$ cat src/rtl/p_t_serializer.sv
package p;
  typedef struct packed {
    logic [7:0] a;
    logic [7:0] b;
  } p_t;
endpackage

// Generic word FIFO with power-of-two depth and the head word visible combinationally.
// Latency: a word pushed on an edge is at the head after that edge.
// Backpressure: full is taken from start-of-cycle occupancy, so a same-cycle pop never admits a push.
module p_t_fifo #(
  parameter int DEPTH = 2,
  parameter int WIDTH = 16
) (
  input  logic             clk,
  input  logic             rst,
  input  logic             push,
  input  logic [WIDTH-1:0] push_data,
  input  logic             pop,
  output logic [WIDTH-1:0] head,
  output logic             full,
  output logic             empty
);
  localparam int AW = $clog2(DEPTH);
  localparam logic [AW:0] DEPTH_CNT = DEPTH[AW:0];
  localparam logic [AW:0] PTR_ONE = {{AW{1'b0}}, 1'b1};

  logic [WIDTH-1:0] mem [DEPTH];
  logic [AW:0]      wr_ptr;
  logic [AW:0]      rd_ptr;
  logic [AW:0]      count;

  // Pointers carry one extra wrap bit so full and empty are distinguishable.
  assign count = wr_ptr - rd_ptr;
  assign full  = (count == DEPTH_CNT);
  assign empty = (count == '0);
  assign head  = mem[rd_ptr[AW-1:0]];

  always_ff @(posedge clk or posedge rst) begin
    if (rst) begin
      wr_ptr <= '0;
      rd_ptr <= '0;
    end else begin
      if (push) wr_ptr <= wr_ptr + PTR_ONE;
      if (pop)  rd_ptr <= rd_ptr + PTR_ONE;
    end
  end

  always_ff @(posedge clk) begin
    if (push) mem[wr_ptr[AW-1:0]] <= push_data;
  end
endmodule

// Serializes p_t words into a byte stream, field a first, then b (flagged last).
// Latency: a word pushed into an empty idle block shows byte a one edge later; 1 byte/cycle sustained.
// Backpressure: out_ready low freezes the output byte; in_ready drops once DEPTH words are queued.
module p_t_serializer #(
  parameter int          DEPTH      = 2,
  parameter logic [15:0] COUNT_INIT = 16'h0000
) (
  input  logic        clk,
  input  logic        rst,
  input  logic        in_valid,
  output logic        in_ready,
  input  p::p_t       in_data,
  output logic        out_valid,
  input  logic        out_ready,
  output logic [7:0]  out_data,
  output logic        out_last,
  output logic [15:0] word_count,
  output logic        busy
);
  typedef enum logic [1:0] {
    IDLE   = 2'd0,
    SEND_A = 2'd1,
    SEND_B = 2'd2
  } state_t;

  state_t      state;
  p::p_t       head;
  logic [15:0] head_bits;
  logic [7:0]  hold_b;
  logic        fifo_full;
  logic        fifo_empty;
  logic        push;
  logic        pop;

  assign in_ready = !fifo_full && !rst;
  assign push     = in_valid && in_ready;
  // Pop when starting from idle, or when b is accepted and another word waits.
  assign pop      = !fifo_empty && ((state == IDLE) || ((state == SEND_B) && out_ready));
  assign head     = head_bits;
  assign busy     = !fifo_empty || (state != IDLE);

  p_t_fifo #(
    .DEPTH (DEPTH),
    .WIDTH ($bits(p::p_t))
  ) u_fifo (
    .clk       (clk),
    .rst       (rst),
    .push      (push),
    .push_data (in_data),
    .pop       (pop),
    .head      (head_bits),
    .full      (fifo_full),
    .empty     (fifo_empty)
  );

  // Byte a goes straight to the output register on the pop, so only b needs holding.
  always_ff @(posedge clk or posedge rst) begin
    if (rst) begin
      state      <= IDLE;
      hold_b     <= '0;
      out_valid  <= 1'b0;
      out_data   <= '0;
      out_last   <= 1'b0;
      word_count <= COUNT_INIT;
    end else begin
      case (state)
        IDLE: begin
          if (pop) begin
            state     <= SEND_A;
            hold_b    <= head.b;
            out_valid <= 1'b1;
            out_data  <= head.a;
            out_last  <= 1'b0;
          end
        end
        SEND_A: begin
          if (out_ready) begin
            state    <= SEND_B;
            out_data <= hold_b;
            out_last <= 1'b1;
          end
        end
        SEND_B: begin
          if (out_ready) begin
            word_count <= word_count + 16'd1;
            if (pop) begin
              state    <= SEND_A;
              hold_b   <= head.b;
              out_data <= head.a;
              out_last <= 1'b0;
            end else begin
              state     <= IDLE;
              out_valid <= 1'b0;
              out_last  <= 1'b0;
            end
          end
        end
        default: begin
          state     <= IDLE;
          out_valid <= 1'b0;
          out_last  <= 1'b0;
        end
      endcase
    end
  end
endmodule
$ cat config.mk
export PLATFORM = sky130hd
export DESIGN_NAME = p_t_serializer
export DESIGN_NICKNAME = d
export VERILOG_FILES = /design/src/rtl/p_t_serializer.sv
export SDC_FILE = /design/constraint.sdc
export NUM_CORES = 1
export LEC_CHECK = 0
export CORE_MARGIN = 2
export CORE_UTILIZATION = 56
export CTS_CLUSTER_DIAMETER = 80
export DETAILED_ROUTE_END_ITERATION = 10
export PLACE_DENSITY = 0.9
export SLEW_MARGIN = 20
export SYNTH_ARGS = -nofsm -noshare
export SYNTH_HDL_FRONTEND = slang
export SYNTH_SLANG_ARGS = --single-unit
$ cat constraint.sdc
create_clock -name clk -period 4.4 [get_ports clk]
set_clock_uncertainty 0.05 [all_clocks]
set_input_delay 0.66 -clock clk [delete_from_list [all_inputs] [get_ports clk]]
set_output_delay 0.66 -clock clk [all_outputs]
set_load 0.02 [all_outputs]
# Word-level counts from Yosys, hierarchy flattened
# Memory sizes are Yosys's and may differ from the RTL's.
# Index checks and enable logic that the tools add are counted.
[word_totals] ff_bits=40 latch_bits=0 ramBits=32 rom_bits=0 inputBits=20 output_inout_bits=28 elab_cells=62 memories=1
[classes] add_sub_neg=4 multipliers=0 div=0 n_lt_le_gt_ge=0 eq_ne=7 shifts=0 muxes=22 bitwise_logic=1 n_reduce_logical=19
[mem_list] memory="u_fifo.mem" words=2 width=16 rd=1 rd_clocked_by_memory_dff=0 write_ports=1 line="28" source="logic [WIDTH-1:0] mem [DEPTH];"
[ops] cell="$mux W8" n=5
[ops] cell="$pmux W8 S3" n=1
[ops] cell="$add A16 B1 Y16 const B" n=1
[ops] cell="$pmux W8 S2" n=1
[ops] cell="$mux W1" n=9
[ops] cell="$ne A2 B2 Y1 const B" n=4
[ops] cell="$mux W2" n=3
[ops] cell="$pmux W1 S3" n=2
[ops] cell="$pmux W2 S3" n=1
[ops] cell="$reduce_and A3 Y1" n=2
[ops] cell="$add A2 B1 Y2 const B" n=2
[ops] cell="$eq A2 B2 Y1 const B" n=2
[ops] cell="$logic_and A1 B1 Y1" n=4
[ops] cell="$logic_not A2 Y1" n=2
[ops] cell="$reduce_and A2 Y1" n=2
[ops] cell="$reduce_and A4 Y1" n=1
[ops] cell="$reduce_bool A2 Y1" n=2
[ops] cell="$logic_not A1 Y1" n=3
[ops] cell="$reduce_bool A3 Y1" n=1
[ops] cell="$eq A2 B1 Y1 const B" n=1
[ops] cell="$logic_or A1 B1 Y1" n=2
[ops] cell="$sub A2 B2 Y2" n=1
[ops] cell="$not A1 Y1" n=1

# Logic depth before layout (Yosys ltp)
[logic_depth] depth_word=7 depth_mapped=6 depth_no_buf=5

# Cells and area by module
# Synthesis repeated with hierarchy kept, for this count alone.
[unflattened] hier_cells=191 hier_area_um2=3010.4
[modules_own_cells] module="p_t_serializer" n_inst=1 cells_each=125 area_per_inst_um2=1625.3 seq_area_each_um2=875.8
[modules_own_cells] module="p_t_fifo" n_inst=1 cells_each=66 area_per_inst_um2=1385.1 seq_area_each_um2=1061.0

# Least setup slack after synthesis
# No wires, ideal clock.
[synth_timing] path_type="flip-flop to flip-flop" start="register u_fifo.rd_ptr[0]" end="memory u_fifo.mem[0][0], enable pin" setup_ns=0.388 t_arrival_ns=2.008 required_ns=3.962 path_slack_ns=1.954 stages_incl_launch_ff=6 n_path_buf=1 synth_period_minus_slack_ns=2.446 path_cell_list="dfrtp_1 buf_6 xnor2_2 a21oi_1 nand2_1 nor2_1"
[synth_via] elab_chain_len=7
[synth_rtl] item="from (decl)" line="30" source="logic [AW:0] rd_ptr;"
[synth_rtl] item="from (signal assigned)" line="45" source="if (pop) rd_ptr <= rd_ptr + PTR_ONE;"
[synth_rtl] item="$sub A2 B2 Y2" line="34" source="assign count = wr_ptr - rd_ptr;"
[synth_rtl] item="$eq A2 B2 Y1" line="35" source="assign full = (count == DEPTH_CNT);"
[synth_rtl] item="$logic_not A1 Y1" line="88" source="assign in_ready = !fifo_full && !rst;"
[synth_rtl] item="$logic_and A1 B1 Y1" line="88"
[synth_rtl] item="net in_ready" line="64" source="output logic in_ready,"
[synth_rtl] item="$logic_and A1 B1 Y1" line="89" source="assign push = in_valid && in_ready;"
[synth_rtl] item="$mux W1" line="50" source="if (push) mem[wr_ptr[AW-1:0]] <= push_data;"
[synth_rtl] item="$mux W1 (not written as such)" line="50"
[synth_rtl] item="to (decl)" line="28"
# The timed path passes the listed nets, and every way through them passes these cells.

# Worst setup path after layout
[layout_timing] start="register u_fifo.rd_ptr[1]" end="output busy"
[layout_via] elab_chain_len=4
[layout_rtl] item="$sub A2 B2 Y2" line="34"
[layout_rtl] item="$logic_not A2 Y1" line="36" source="assign empty = (count == '0);"
[layout_rtl] item="$logic_not A1 Y1" line="93" source="assign busy = !fifo_empty || (state != IDLE);"
[layout_rtl] item="$logic_or A1 B1 Y1" line="93"
[layout_rtl] item="to (decl)" line="71" source="output logic busy"
# Every way passes these cells.

==> results.toml <==
[route]
wirelength_um = 5150
wl_per_cell_um = 15.3
vias_per_cell = 5.39
ant_nets = 0
drcViolationCount = 0
firstDrtPassIters = 4
vias = 1810
drt_first_iter_violations = 98

[sta]
maxSlewHeadroom_pct = 36.8
setup_tns_ns = 0
setup_violations = 0
holdWs_ns = 0.439
period_minus_slack_ns = 2.87
tightest_slew_ns = 0.945
max_freq_mhz = 349
rsz0062_at_grt = "false"
timing.final.crit_share_pct = 65.1
slew_violations = 0
hold_violations = 0

[global_routing]
grt_first_pass_wirelength_um = 8400
grt_max_degree = 32
grt_pass1_vias = 1825
antenna_found_initial = 0
grtUsageTotal_pct = 21.1
gr-total-overflow = 0

[floorplanning]
pin_count = 48
coreArea_sq_um = 4820
die_area_sq_um = 5680
die_x_um = 75.4
fp.dieH_um = 75.4
initial_core_util_pct = 59.2
num_rows = 25

[power]
peakVddDrop_mv = 0.358
p_per_area_nw_per_um2 = 648
total_power_mw = 2.31
p_leak_nw = 1.49

[setup_path]
rr_startpoint = "out_last"
path_cells = "xnor2_1 -> nand2_1 -> or3_1 -> clkdlybuf4s50_1"
worstPathMaxFanout = 3
cp_slowest_cell = "clkdlybuf4s50_1"
worst-r2r-setup-slack_ns = 2.12
startpoint_type = "flop"
crit_path_max_incr_delay_ns = 0.54
r2r_end = "out_data[6]"
critPathKind = "flop to output port"
crit_required_ns = 3.69
r2r_cells = 4
endpoint_kind = "output port"
critPathArrivalTime_ns = 2.16

[clock_tree]
post_cts_buffers = 0
cts_num_sinks = 71
cts_resized = 0
cts_hold_buffers = 0
clk_latency_ns = 0.33
cts_tree = "built"
clock_path_buffers = 2
cts-buffers-inserted = 9
ctsHtreeMaxLevel = 3
cts_root_buf = "clkbuf_8"
clk_pin_slew_ns = 0.08

[worst_hold_path]
hp-start = "word_count[15]"
hold_class = "flop to flop"
whs_endpoint = "word_count[15]"
hold_depth = 1

[synthesis]
yosysUniqueCellTypes = 32
syn_area_sq_um = 2850
async_reset_ff_share_pct = 54.9
ys.flop_type = "dfrtp_1"
syn_nets = 229
ys_seq_area_share_pct = 67.9
synth_seq_cells = 71
syn_inst = 208
synth_warnings = 0
avgSynthCellArea_sq_um = 13.7
synth_edf_count = 32

[placement]
port_buffers = 47
gp_congestion = 0.802
place.detailed.hpwl_um = 3650

[finish]
drive_gt1_share_pct = 7.81
area_growth_pct = 25.2
fin_util_pct = 74.1
fillers = 333
nets = 285
antenna_cells = 0

[status]
status = "finished clean"

[run]
maxCapViolations = 0
==> Yosys cell counts, types with 4 or more instances <==
library cell / number / area share [%]
a21oi_1: 10 / 1.8
and3_1: 4 / 0.88
dfrtp_1: 39 / 34
edfxtp_1: 32 / 34
inv_1: 11 / 1.4
mux2i_1: 24 / 8.4
nand2_1: 14 / 1.8
nand3_1: 9 / 1.6
nor2_1: 12 / 1.6
o21ai_0: 9 / 1.6
xnor2_1: 12 / 3.7
xor2_1: 9 / 2.8
==> worst max path at each step <==
| stage | end | startpoint |
|---|---|---|
| 2_1_floorplan | u_fifo.mem[0][0] | u_fifo.rd_ptr[0] |
| 3_3_place_gp | out_data[7] | out_ready |
| 3_5_place_dp | out_data[6] | out_ready |
| 4_1_cts | busy | u_fifo.rd_ptr[1] |
| 5_1_grt | busy | u_fifo.rd_ptr[1] |
| 6_report | busy | u_fifo.rd_ptr[1] |
==> metal layers <==
layer	share of wire, %	track usage [%]	wire (um)
met4	2.4	11.1	124
met5	0	0	0
met3	3.8	5.69	193
met2	51	33.8	2640
met1	43	26.4	2190
==> cell type report <==
cell class,count,area [sq um],share of cell area (%)
Inverter,11,41.3,1.16
Clock buffer,9,124,3.47
Multi-Input combinational cell,121,842,23.6
Sequential cell,71,1940,54.3
Clock inverter,7,48.8,1.37
Timing Repair Buffer,50,493,13.8
Tap cell,67,83.8,2.35
==> worst max-delay path, delay by kind of cell, from the launching register on <==
kind          cells  cell delay [ns]
xor+xnor          1             0.35
buf+inv           1             0.54
flops             1             0.43
simple gates      2             0.49
==> flip-flops by register name (all words and copies together), names as in the netlist <==
| signal | cells |
|---|---|
| out_data | 8 |
| u_fifo.rd_ptr | 2 |
| out_last | 1 |
| u_fifo.wr_ptr | 2 |
| state | 1 |
| hold_b | 8 |
| u_fifo.mem | 32 |
| out_valid | 1 |
| word_count | 16 |
==> cell usage in the layout (no fill, tap or decap), drive strengths merged, types with 4 or more instances in the layout <==
cell type / Yosys / final
o21ai: 9 / 9
and3: 4 / 4
mux2i: 24 / 24
nand2: 14 / 14
inv: 11 / 12
dfrtp: 39 / 39
clkdlybuf4s50: 0 / 47
nand3: 9 / 9
nor2: 12 / 12
xor2: 9 / 9
clkbuf: 1 / 9
edfxtp: 32 / 32
xnor2: 13 / 13
a21oi: 10 / 10
==> cells by family after synthesis <==
| logic type | synth area share, % |
|---|---|
| buffers and inverters | 2.54 |
| adder cells (fa/ha/maj) | 0.439 |
| XOR/XNOR | 7.02 |
| AO/OA/AOI/OAI | 4.61 |
| flip-flops | 67.9 |
| multiplexers | 8.82 |
| AND/OR/NAND/NOR | 8.64 |
==> where the power goes <==
group	switching [mW]	internal, mW	total [mW]
logic	0.477	0.384	0.861
registers	0.124	0.878	1.00
clock network	0.245	0.204	0.449
==> metrics by stage <==
step | std cells | area [sq um] | setup slack, ns
after floorplan | 208 | 2850 | 1.95
after global placement | 320 | 3400 | 1.59
after detailed placement | 320 | 3400 | 1.46
after CTS | 336 | 3570 | 1.51
after global routing | 336 | 3570 | 1.39
final | 336 | 3570 | 1.53
Power figures use the tool's default switching activity.
